==> config.mk <==
export PLATFORM = sky130hd
export DESIGN_NAME = not_share_arbiter_flat
export DESIGN_NICKNAME = d
export VERILOG_FILES = /design/src/rtl/not_share_pkg.sv /design/src/rtl/not_share_arbiter_if.sv /design/src/rtl/rr_pick.sv /design/src/rtl/not_share_arbiter.sv /design/src/flat_wrapper.sv
export SDC_FILE = /design/constraint.sdc
export NUM_CORES = 1
export LEC_CHECK = 0
export ABC_CLOCK_PERIOD_IN_PS = 2200
export BUFFER_PORTS_ARGS = -buffer_cell sky130_fd_sc_hd__clkbuf_2
export CELL_PAD_IN_SITES_DETAIL_PLACEMENT = 1
export CELL_PAD_IN_SITES_GLOBAL_PLACEMENT = 1
export CORE_MARGIN = 2
export CORE_UTILIZATION = 35
export DETAILED_ROUTE_END_ITERATION = 8
export HOLD_SLACK_MARGIN = 0.08
export PLACE_DENSITY_LB_ADDON = 0.1
export SLEW_MARGIN = 20
export SYNTH_ARGS = -nofsm -noshare
export SYNTH_HDL_FRONTEND = slang
export SYNTH_SLANG_ARGS = --single-unit
==> constraint.sdc <==
create_clock -name CLK -period 2.2 [get_ports CLK]
set_input_delay 0.33 -clock CLK [delete_from_list [all_inputs] [get_ports CLK]]
set_output_delay 0.33 -clock CLK [all_outputs]
set_load 0.02 [all_outputs]
==> src/rtl/not_share_pkg.sv <==
// Shared types for the NOT-gate arbiter: FSM state encoding and pointer wrap helper.
// No logic of its own; latency and backpressure are defined by the users of this package.
package not_share_pkg;

    typedef enum logic [1:0] {
        IDLE = 2'd0,
        EVAL = 2'd1,
        RESP = 2'd2
    } state_e;

    // Wrapping increment of the round-robin pointer over n requesters.
    function automatic int next_ptr(input int p, input int n);
        return (p + 1 >= n) ? 0 : p + 1;
    endfunction

endpackage

==> src/rtl/not_share_arbiter_if.sv <==
// Requester, shared-gate and response signals of the NOT-gate arbiter.
// Latency is set by the arbiter; flow control is valid/ready on both the request and response sides.
interface not_share_arbiter_if #(
    parameter int N_REQ = 4,
    parameter int WIDTH = 1,
    parameter int ID_W  = $clog2(N_REQ)
);
    logic [N_REQ-1:0]       REQ_VALID;
    logic [N_REQ*WIDTH-1:0] REQ_DATA;
    logic [N_REQ-1:0]       REQ_READY;
    logic [WIDTH-1:0]       GATE_A;
    logic [WIDTH-1:0]       GATE_Y;
    logic                   RSP_VALID;
    logic [ID_W-1:0]        RSP_ID;
    logic [WIDTH-1:0]       RSP_DATA;
    logic                   RSP_READY;

    // Environment side: requesters, the external gate and the response consumer.
    modport master (
        output REQ_VALID, REQ_DATA, GATE_Y, RSP_READY,
        input  REQ_READY, GATE_A, RSP_VALID, RSP_ID, RSP_DATA
    );

    // Arbiter side.
    modport slave (
        input  REQ_VALID, REQ_DATA, GATE_Y, RSP_READY,
        output REQ_READY, GATE_A, RSP_VALID, RSP_ID, RSP_DATA
    );
endinterface

==> src/rtl/rr_pick.sv <==
// Round-robin priority picker: first set request at or after ptr_i, wrapping.
// Purely combinational, zero latency; no backpressure of its own.
module rr_pick #(
    parameter int N_REQ = 4,
    parameter int ID_W  = $clog2(N_REQ)
) (
    input  logic [N_REQ-1:0] req_i,
    input  logic [ID_W-1:0]  ptr_i,
    output logic [N_REQ-1:0] gnt_o,
    output logic [ID_W-1:0]  idx_o,
    output logic             any_o
);

    int j;

    always_comb begin
        j     = 0;
        idx_o = '0;
        any_o = 1'b0;
        // Scan from farthest to nearest so the nearest set bit after ptr wins.
        for (int k = N_REQ - 1; k >= 0; k--) begin
            j = int'(ptr_i) + k;
            if (j >= N_REQ) begin
                j = j - N_REQ;
            end
            if (req_i[j]) begin
                idx_o = ID_W'(j);
                any_o = 1'b1;
            end
        end
    end

    always_comb begin
        gnt_o = '0;
        if (any_o) begin
            gnt_o[idx_o] = 1'b1;
        end
    end

endmodule

==> src/rtl/not_share_arbiter.sv <==
// Shares one WIDTH-bit NOT gate among N_REQ requesters with round-robin grant.
// Latency: accept edge to RSP_VALID is 2 cycles; RSP_READY low holds the response and blocks new grants.
module not_share_arbiter
    import not_share_pkg::*;
#(
    parameter int N_REQ = 4,
    parameter int WIDTH = 1,
    parameter int ID_W  = $clog2(N_REQ)
) (
    input  logic                  CLK,
    input  logic                  RST_N,
    not_share_arbiter_if.slave    bus
);

    state_e           state_q, state_d;
    logic [ID_W-1:0]  ptr_q, ptr_d;
    logic [WIDTH-1:0] gate_a_q, gate_a_d;
    logic [ID_W-1:0]  rsp_id_q, rsp_id_d;
    logic [WIDTH-1:0] rsp_data_q, rsp_data_d;
    logic             rsp_vld_q, rsp_vld_d;

    logic [N_REQ-1:0] pick_gnt;
    logic [ID_W-1:0]  pick_idx;
    logic             pick_any;
    logic             accept;

    rr_pick #(
        .N_REQ (N_REQ),
        .ID_W  (ID_W)
    ) u_rr_pick (
        .req_i (bus.REQ_VALID),
        .ptr_i (ptr_q),
        .gnt_o (pick_gnt),
        .idx_o (pick_idx),
        .any_o (pick_any)
    );

    always_ff @(posedge CLK or negedge RST_N) begin
        if (!RST_N) begin
            state_q    <= IDLE;
            ptr_q      <= '0;
            gate_a_q   <= '0;
            rsp_id_q   <= '0;
            rsp_data_q <= '0;
            rsp_vld_q  <= 1'b0;
        end else begin
            state_q    <= state_d;
            ptr_q      <= ptr_d;
            gate_a_q   <= gate_a_d;
            rsp_id_q   <= rsp_id_d;
            rsp_data_q <= rsp_data_d;
            rsp_vld_q  <= rsp_vld_d;
        end
    end

    always_comb begin
        state_d    = state_q;
        ptr_d      = ptr_q;
        gate_a_d   = gate_a_q;
        rsp_id_d   = rsp_id_q;
        rsp_data_d = rsp_data_q;
        rsp_vld_d  = rsp_vld_q;
        accept     = 1'b0;

        case (state_q)
            IDLE: begin
                accept = pick_any;
            end
            EVAL: begin
                rsp_data_d = bus.GATE_Y;
                rsp_vld_d  = 1'b1;
                state_d    = RESP;
            end
            RESP: begin
                if (bus.RSP_READY) begin
                    rsp_vld_d = 1'b0;
                    accept    = pick_any;
                    state_d   = IDLE;
                end
            end
            default: begin
                state_d = IDLE;
            end
        endcase

        // A grant from IDLE or a back-to-back grant from RESP loads the gate operand.
        if (accept) begin
            gate_a_d = bus.REQ_DATA[pick_idx*WIDTH +: WIDTH];
            rsp_id_d = pick_idx;
            ptr_d    = ID_W'(next_ptr(int'(pick_idx), N_REQ));
            state_d  = EVAL;
        end
    end

    // Gated by RST_N so the accept strobe clears in the same cycle reset asserts.
    assign bus.REQ_READY = (accept && RST_N) ? pick_gnt : '0;
    assign bus.GATE_A    = gate_a_q;
    assign bus.RSP_VALID = rsp_vld_q;
    assign bus.RSP_ID    = rsp_id_q;
    assign bus.RSP_DATA  = rsp_data_q;

endmodule

==> src/flat_wrapper.sv <==
// flat-port wrapper written by rule: the top's interface ports become plain ports
module not_share_arbiter_flat import not_share_pkg::*;
#(
    parameter int N_REQ = 4,
    parameter int WIDTH = 1,
    parameter int ID_W  = $clog2(N_REQ)
)
  (CLK, RST_N, bus_REQ_VALID, bus_REQ_DATA, bus_GATE_Y, bus_RSP_READY, bus_REQ_READY, bus_GATE_A, bus_RSP_VALID, bus_RSP_ID, bus_RSP_DATA);
  not_share_arbiter_if #(.N_REQ(N_REQ), .WIDTH(WIDTH), .ID_W(ID_W)) bus_i ();
  input  logic CLK;
  input  logic RST_N;
  input wire logic [$bits(bus_i.REQ_VALID)-1:0] bus_REQ_VALID;
  input wire logic [$bits(bus_i.REQ_DATA)-1:0] bus_REQ_DATA;
  input wire logic [$bits(bus_i.GATE_Y)-1:0] bus_GATE_Y;
  input wire logic [$bits(bus_i.RSP_READY)-1:0] bus_RSP_READY;
  output wire logic [$bits(bus_i.REQ_READY)-1:0] bus_REQ_READY;
  output wire logic [$bits(bus_i.GATE_A)-1:0] bus_GATE_A;
  output wire logic [$bits(bus_i.RSP_VALID)-1:0] bus_RSP_VALID;
  output wire logic [$bits(bus_i.RSP_ID)-1:0] bus_RSP_ID;
  output wire logic [$bits(bus_i.RSP_DATA)-1:0] bus_RSP_DATA;
  assign bus_i.REQ_VALID = bus_REQ_VALID;
  assign bus_i.REQ_DATA = bus_REQ_DATA;
  assign bus_i.GATE_Y = bus_GATE_Y;
  assign bus_i.RSP_READY = bus_RSP_READY;
  assign bus_REQ_READY = bus_i.REQ_READY;
  assign bus_GATE_A = bus_i.GATE_A;
  assign bus_RSP_VALID = bus_i.RSP_VALID;
  assign bus_RSP_ID = bus_i.RSP_ID;
  assign bus_RSP_DATA = bus_i.RSP_DATA;
  not_share_arbiter #(.N_REQ(N_REQ), .WIDTH(WIDTH), .ID_W(ID_W)) u_core (.CLK(CLK), .RST_N(RST_N), .bus(bus_i));
endmodule
# == Word-level counts from Yosys, hierarchy flattened ==
# Index checks and enable logic that the tools add are counted.
# totals
mem_bits_rw,0
reg_bits,9
romBits,0
output_inout_bits,9
memories,0
latch_bits,0
# classes
n_bitwise,0
mux,36
div,0
reduce_logical,6
n_shift,1
magnitude_cmp,11
addsub,8
mul,0
n_eq_ne,5
# op_table
cell,count
"32-bit by 4-bit less-than comparator with 1-bit output, second input constant",4
32-bit 2-to-1 mux,4
"32-bit by 4-bit >= comparator with 1-bit output, second input constant",1
"32-bit by 4-bit subtractor with 32-bit output, second input constant",1
1-bit 2-to-1 mux,15
2-bit 2-to-1 mux,7
"3-bit >= comparator, second input constant",3
1-bit binary-select mux with 2-bit select,4
4-bit 2-to-1 mux,2
"3-bit by 3-bit subtractor with 4-bit output, second input constant",2
"2-bit by 1-bit adder with 3-bit output, second input constant",2
"2-bit by 2-bit adder with 3-bit output, second input constant",2
2-bit one-hot mux with 3 select lines,1
1-bit one-hot mux with 2 select lines,2
2-bit AND reduction,2
4-bit by 3-bit variable part select with 1-bit output,1
"2-bit by 3-bit subtractor with 4-bit output, second input constant",1
"2-bit by 3-bit >= comparator with 1-bit output, second input constant",1
"2-bit by 3-bit less-than comparator with 1-bit output, second input constant",1
"3-bit by 2-bit != test with 1-bit output, second input constant",1
1-bit demux with 2-bit select,1
"2-bit by 1-bit equality test with 1-bit output, second input constant",1
"2-bit equality test, second input constant",1
"2-bit by 1-bit >= comparator with 1-bit output, second input constant",1
other kinds (5),6

# == Depth between registers and ports, before layout ==
# Gate-level depths: netlist of run 1.
# logic_depth
ltp_word,16
depth_mapped,6
ltp_nobuf,6

# == Modules after synthesis ==
# Synthesis of run 1 repeated with hierarchy kept, for this count alone.
# hier_totals
cells_unflattened,64
hier_area_um2,639.4
# modules_own_cells
module,instances,cells_per_inst,area_each_um2,seq_area_each_um2
not_share_arbiter,1,31,427.9,225.2
rr_pick,1,33,211.5,0.0

# == Worst setup path after synthesis of run 1 ==
# OpenSTA, ideal clock, no wires.
# synth_timing
kind,reg-to-output
from,reg u_core.ptr_q[1]
to,out bus_REQ_READY[0]
path_stages_with_launch,6
path_slack_ns,0.419
arrival_ns,1.451
cell_sequence,dfrtp_1 > nor2b_1 > a221oi_4 > inv_1 > ha_1 > and3_1
# synth_via
elab_chain_cells,16
elab_cells_between_ends,45
cone_classes,add/sub: 7; order compare: 6; mux: 30; reduce/logical: 2
# synth_lines
element,line_no,source
"start, declared",not_share_arbiter.sv:16,"logic [ID_W-1:0] ptr_q, ptr_d;"
"start signal, assigned",not_share_arbiter.sv:48,ptr_q <= ptr_d;
2-bit by 2-bit adder with 3-bit output,rr_pick.sv:22,j = int'(ptr_i) + k;
32-bit by 4-bit subtractor with 32-bit output or 32-bit by 4-bit >= comparator with 1-bit output (tied branches),"rr_pick.sv:24, rr_pick.sv:23",
32-bit 2-to-1 mux,rr_pick.sv:23,if (j >= N_REQ) begin
1-bit binary-select mux with 2-bit select,rr_pick.sv:26,if (req_i[j]) begin
1-bit 2-to-1 mux (not written as such) (2 in series),rr_pick.sv:26,
2-bit 2-to-1 mux (3 in series),rr_pick.sv:26,
2-bit 2-to-1 mux *,rr_pick.sv:26,
named net u_core.pick_idx[0],not_share_arbiter.sv:23,logic [ID_W-1:0] pick_idx;
2-bit by 3-bit less-than comparator with 1-bit output (not written as such) or 2-bit by 1-bit >= comparator with 1-bit output (tied branches),rr_pick.sv:36,gnt_o[idx_o] = 1'b1;
1-bit logical AND (not written as such),rr_pick.sv:36,
1-bit 2-to-1 mux (not written as such),rr_pick.sv:36,
1-bit demux with 2-bit select *,rr_pick.sv:36,
4-bit 2-to-1 mux *,rr_pick.sv:35,if (any_o) begin
4-bit 2-to-1 mux *,not_share_arbiter.sv:96,assign bus.REQ_READY = (accept && RST_N) ? pick_gnt : '0;
"end, declared",flat_wrapper.sv:16,output wire logic [$bits(bus_i.REQ_READY)-1:0] bus_REQ_READY;
# The timed path passes the listed nets; every way through them passes the cells marked *. The select of a mux whose other input is x is not followed.

# == Worst setup path after layout of run 1 ==
# Same ends and word-level chain as after synthesis.

==> flow_summary.ini, run 1 <==
[worst_setup_path]
cp-end-kind = output port
cp_cell_sequence = nor2b_4, a221oi_4, inv_2, ha_2, and3_1, buf_4
critPathKind = reg -> out
crit_arrival_ns = 1.81
crit_required_ns = 1.87
startpoint_type = flip-flop
r2r_start = u_core.state_q[1]$_DFFE_PN0P_
crit_fanout = 5
slowest_delay_ns = 0.46
critPathLaunch = u_core.ptr_q[1]$_DFFE_PN0N_
cp_slowest_cell = dfrtp_2

[yosys]
ys.warnings.count = 0
synth.area.top_cells = dfrtp_1, ha_1, mux2_2
netlist_area_um2 = 573
yosysTopAreaCell = dfrtp_1
yosys.cell_types.count = 21
yosys.area.top_type_share_pct = 39.3
ys_seq_area_share_pct = 39.3
synth_seq_cells = 9
syn_area_per_cell_um2 = 10.6
synth_cells = 54
syn-num-nets = 70

[die]
die_area_mm2 = 0.00198
die_h_um = 44.5
pin_count = 21
rows = 14
start_util_pct = 37.6
core_mm2 = 0.00152
die_w_um = 44.5

[placed_design]
place_ws_ns = 0.201
place_area_um2 = 703
hpwl_mm = 1.01
port_buffers = 20
gp_congestion = 0.751
dp_cells = 91

[routing]
route.vias.total = 511
met3WireLength_um = 54
drc_errors = 0
first_iter_violations = 1
avgRoutedWirePerCell_um = 14.3
finalWirelength_mm = 1.43
m1WireLength_um = 691
drtPass1Iterations = 2
wl_met2_um = 674
vias_per_cell = 5.11
ant_nets = 0
topRoutingLayerUsed = met4

[min_path]
hold_class = in -> reg
hp-start = bus_GATE_Y

[global_routing]
overflow = 0
grt_use_total_pct = 15.8
grt_pass1_wl_mm = 2.21
antenna_found_initial = 0
first_global_vias = 485
grt_max_degree = 14

[pwr]
clkPwrFrac_pct = 12.1
swShare_pct = 41.9
power_density_mw_per_mm2 = 1340
vdd_drop_max_mv = 0.601
p_seq_share_pct = 31.0
p_leak_uw = 0.000414
p_sw_uw = 457
combPwrFrac_pct = 56.9
p_int_uw = 632

[timing]
period_needed_ns = 2.14
rsz0062_at_grt = true
finalCritPeriodShare_pct = 97.4
hold_violations = 0
timing.slew.headroom_pct = 61.4
maxSlewViolCount = 0
setup_slack_ns = 0.0564
worst_pin_slew_ns = 0.578
setup_viol = 0
fmax_mhz = 466
clock-skew-final_ns = 0.00510
tns_ns = 0

[cts]
cts_max_path_buffers = 2
root_buffer = clkbuf_4
cts_sinks = 9
path_clk_slew_ns = 0.06
numCtsBuffers = 3
clk_latency_ns = 0.26
cts_tree = done
ctsHtreeMaxLevel = 1

[cells_and_area]
n_fill_cell = 186
areaGrowthSynthToFinish_pct = 41.7
stdcell_count = 100
fin_nets = 101
layout_commonest_cell = clkbuf_2
design_area_um2 = 812
drive_above_1_share_pct = 56.0
layout_common_cells = clkbuf_2, buf_4, dfrtp_1, inv_1
n_antenna_cell = 0

[run_status]
status = completed

[flow_run]
drv_cap = 0
[layout make-up]
| class | count | area, um2 | area share, % |
|---|---|---|---|
| clock buffers | 4 | 26.3 | 3.24 |
| inverters | 6 | 22.5 | 2.77 |
| multi-input cells | 38 | 355 | 43.8 |
| flip-flops and latches | 9 | 228 | 28.0 |
| well taps | 16 | 20.0 | 2.47 |
| repair buffers | 27 | 160 | 19.7 |
[kinds of logic after synthesis]
group	after synthesis	synth area share, %
buf+inv	7	4.80
mux	6	11.1
fa+ha+maj	4	8.73
simple gates	17	18.3
flops	9	39.3
compound gates	11	17.7
[metrics by stage]
stage               utilization [%]  total power [uW]  hold slack (ns)
floorplan                         -               679           0.0344
global placement               46.1               830            0.226
detailed placement             46.1               848            0.229
CTS                            49.5              1010            0.304
global route                   53.3              1180            0.314
finish                         53.3              1090            0.307
[metal layers]
metal,track usage [%],up-vias
met1,20.5,248
li1,-,250
met2,24.3,11
met4,7.27,0
met3,4.08,2
met5,0,-
[flip-flops by register name, summed over array words and instances, names as in the netlist]
register              count
u_core.bus.RSP_ID         2
u_core.ptr_q              2
u_core.state_q            2
u_core.bus.GATE_A         1
u_core.bus.RSP_DATA       1
u_core.bus.RSP_VALID      1
[path summary, 6_finish.rpt]
kind / to / slack, ns / cells past startpoint
worst max-delay path: bus_REQ_READY[0] / 0.06 / 6
worst min-delay path: u_core.bus.RSP_DATA$_DFFE_PN0P_ / 0.31 / 2
worst max register to register: u_core.bus.RSP_ID[1]$_DFFE_PN0N_ / 0.45 / 4
worst min register to register: u_core.bus.RSP_VALID$_DFFE_PN0P_ / 0.49 / 1
max in group asynchronous: u_core.ptr_q[1]$_DFFE_PN0N_ / 1.47 / 2
min in group asynchronous: u_core.bus.RSP_ID[1]$_DFFE_PN0N_ / 0.48 / 2
[synthesized netlist by cell type, drive strengths merged]
cell and count:
nor2b 2, dfrtp 9, a221oi 1, nor2 5, o21ai 3, nand2 1, buf 1, a21o 1
mux2 3, ha 4, o221ai 1, a21oi 2, a211oi 2, mux2i 3, o21a 1, and3 4
nand2b 2, inv 6, and4bb 2, nor3b 1
[power by group through the flow]
| stage | sequential, uW | clock [uW] | combinational (uW) |
|---|---|---|---|
| final | 338 | 132 | 619 |
| after global routing | 348 | 150 | 686 |
| after CTS | 324 | 141 | 544 |
| after detailed placement | 327 | 0 | 520 |
| after global placement | 318 | 0 | 512 |
| after floorplan | 365 | 0 | 314 |
[critical path, delay by kind of cell, from the launching register on]
kind	cells	cell delay (ns)
compound gates	1	0.39
simple gates	2	0.29
buf+inv	2	0.23
fa+ha+maj	1	0.18
flops	1	0.46
[timing repair]
action	in CTS	in global routing
hold buffers	1	0
pin swaps	1	3
endpoints found under the hold margin	9	0
buffers inserted	2	2
gates resized for setup	0	16
endpoints found under the setup margin	2	4
Note: power is estimated with default switching activity, not from simulation.
==> inputs of run 2 (changes only) <==
--- a/config.mk
+++ b/config.mk
@@ -5,16 +5,17 @@
 export SDC_FILE = /design/constraint.sdc
 export NUM_CORES = 1
 export LEC_CHECK = 0
+export ABC_AREA = 1
 export ABC_CLOCK_PERIOD_IN_PS = 2200
 export BUFFER_PORTS_ARGS = -buffer_cell sky130_fd_sc_hd__clkbuf_2
 export CELL_PAD_IN_SITES_DETAIL_PLACEMENT = 1
 export CELL_PAD_IN_SITES_GLOBAL_PLACEMENT = 1
 export CORE_MARGIN = 2
-export CORE_UTILIZATION = 35
+export CORE_UTILIZATION = 33
 export DETAILED_ROUTE_END_ITERATION = 8
 export HOLD_SLACK_MARGIN = 0.08
 export PLACE_DENSITY_LB_ADDON = 0.1
-export SLEW_MARGIN = 20
+export SLEW_MARGIN = 0
 export SYNTH_ARGS = -nofsm -noshare
 export SYNTH_HDL_FRONTEND = slang
 export SYNTH_SLANG_ARGS = --single-unit
==> run 2 against run 1 <==
  * The run now ends with setup timing left
  * First-iteration DRC count increased to 14 times the previous value
  * Register-to-register slack worse by 0.40 ns
  * Critical path depth rose by 7
  * Global-route usage rose by 4.8 points
  * Non-clock buffer count up 10
==> flow_summary.ini, run 2 <==
[routing]
avgRoutedWirePerCell_um = 18.5
vias_per_cell = 5.19
drc_errors = 0
first_iter_violations = 14
drtPass1Iterations = 4
route.vias.total = 914
ant_nets = 0
finalWirelength_mm = 3.26

[cells_and_area]
n_antenna_cell = 0
fin_nets = 166
design_area_mm2 = 0.00129
layout_commonest_cell = nand2_1
fin_util_pct = 65.9
areaGrowthSynthToFinish_pct = 89.0
drive_above_1_share_pct = 63.8
stdcell_count = 176
layout_common_cells = nand2_1, nand2_4, clkbuf_2, buf_4, inv_1

[worst_setup_path]
cp_cell_sequence = buf_6, nand2_4, nand2_4, nand2_4, nand3_2, o21bai_1, nand2_1, nand2_4, inv_4, ha_4, inv_2, nor2_2, buf_6
startpoint_type = flip-flop
cp_slowest_cell = dfrtp_2
crit_fanout = 5
cp_common_cell = nand2_4
crit_arrival_ns = 2.08
slowest_delay_ns = 0.49
crit_required_ns = 1.87
r2r_setup_slack_ns = 0.05
critPathKind = reg -> out
cp-end-kind = output port

[global_routing]
grt_use_total_pct = 20.6
first_global_vias = 905
antenna_found_initial = 0
grt_max_degree = 11
overflow = 0
grt_pass1_wl_mm = 3.89

[timing]
finalCritPeriodShare_pct = 109
clock-skew-final_ns = 0.00587
fmax_mhz = 415
maxSlewViolCount = 0
hold_violations = 0
setup_viol = 4
period_needed_ns = 2.41
worst_pin_slew_ns = 0.285
setup_slack_ns = -0.207
timing.slew.headroom_pct = 80.8
rsz0062_at_grt = true

[yosys]
syn-num-nets = 124
yosys.area.top_type_share_pct = 32.9
yosysTopAreaCell = dfrtp_1
ys.flop_type = dfrtp_1
synth.area.top_cells = dfrtp_1, nand2_1, inv_1
synth_seq_cells = 9
synth_edf_count = 0
synthTopCellsByCount = nand2_1, inv_1, nand3_1, nor2_1, dfrtp_1
async_flop_share_pct = 100
syn_area_per_cell_um2 = 6.34
synth.most_common_cell = nand2_1
ys_seq_area_share_pct = 32.9
synth_cells = 108
netlist_area_um2 = 684
yosys.cell_types.count = 14
ys.warnings.count = 0

[cts]
root_buffer = clkbuf_4
cts_max_path_buffers = 2
numCtsBuffers = 3
clk_latency_ns = 0.26
cts_tree = done
cts_sinks = 9
path_clk_slew_ns = 0.06
ctsHtreeMaxLevel = 1

[placed_design]
place_area_um2 = 818
port_buffers = 20
dp_cells = 155
gp_congestion = 0.879
hpwl_mm = 1.41

[die]
core_mm2 = 0.00196
start_util_pct = 34.9
die_area_mm2 = 0.00245
die_h_um = 49.5
pin_count = 21
die_w_um = 49.5
rows = 16

[min_path]
hold_class = in -> reg

[run_status]
violations = setup timing
status = finished with violations

[flow_run]
drv_cap = 0
==> run 2: cell types whose count changed after synthesis, moves of 3 or more <==
cell,delta
inv_1,+11
nand2_2,+6
and3_1,-4
mux2_2,-3
nand2_1,+37
nand3_1,+11
nor2_1,+6
mux2i_1,-3
==> run 2: area by class of cell <==
class                           count  area (um2)
Tap cell                           27        33.8
Fill cell                         239         668
Timing Repair Buffer               37         255
Multi-Input combinational cell     80         657
Inverter                           19        93.8
Sequential cell                     9         228
Clock buffer                        4        26.3
==> run 2: timing repair <==
| item | 4_1_cts | 5_1_grt |
|---|---|---|
| hold buffers | 1 | 0 |
| pin swaps | 11 | 20 |
| endpoints found under the hold margin | 9 | 0 |
| resized for setup | 33 | 63 |
| setup buffers | 14 | 4 |
| setup endpoints to repair | 4 | 6 |
==> run 2: worst max-delay path: cells and delay by family (launching register included) <==
kind	cells	cell delay [ns]
AO/OA/AOI/OAI	1	0.14
flip-flops	1	0.49
buffers and inverters	4	0.40
AND/OR/NAND/NOR	7	0.63
adder cells (fa/ha/maj)	1	0.15
==> run 2: worst paths after layout <==
check | startpoint | to | depth (start not counted)
worst max register to register | u_core.ptr_q[0]$_DFFE_PN0N_ | u_core.bus.GATE_A$_DFFE_PN0N_ | 14
worst max-delay path | u_core.ptr_q[0]$_DFFE_PN0N_ | bus_REQ_READY[3] | 13
min in group asynchronous | RST_N | u_core.bus.RSP_VALID$_DFFE_PN0P_ | 2
worst min-delay path | bus_GATE_Y | u_core.bus.RSP_DATA$_DFFE_PN0P_ | 3
worst min register to register | u_core.bus.RSP_DATA$_DFFE_PN0P_ | u_core.bus.RSP_DATA$_DFFE_PN0P_ | 2
max in group asynchronous | RST_N | u_core.ptr_q[1]$_DFFE_PN0N_ | 2
==> run 2: kinds of logic after synthesis <==
family,Yosys count,share of synthesized area [%]
buffers and inverters,19,10.4
and+or+nand+nor,68,42.8
DFF,9,32.9
AOI/OAI and AO/OA,8,6.58
adders and majority gates,4,7.31
==> run 2: routing by layer <==
metal / vias up / share of wire, % / track usage [%]
met2: 38 / 54 / 41.1
met1: 455 / 38 / 22.6
li1: 411 / - / -
met4: 0 / 3.4 / 5.56
met3: 10 / 4.8 / 1.82
met5: - / 0 / 0
==> run 2: stage by stage <==
step / hold WS (ns) / worst slack [ns] / setup TNS [ns]
6_report: 0.278 / -0.207 / -0.780
5_1_grt: 0.275 / -0.302 / -1.16
4_1_cts: 0.268 / -0.0552 / -0.191
3_5_place_dp: 0.210 / 0.0368 / 0
3_3_place_gp: 0.208 / 0.0874 / 0
2_1_floorplan: 0.0344 / 0.267 / 0
Power of run 2 is left out: the tool's default activity adds up to more than one toggle a clock period on the data nets, which glitch-free logic cannot reach.
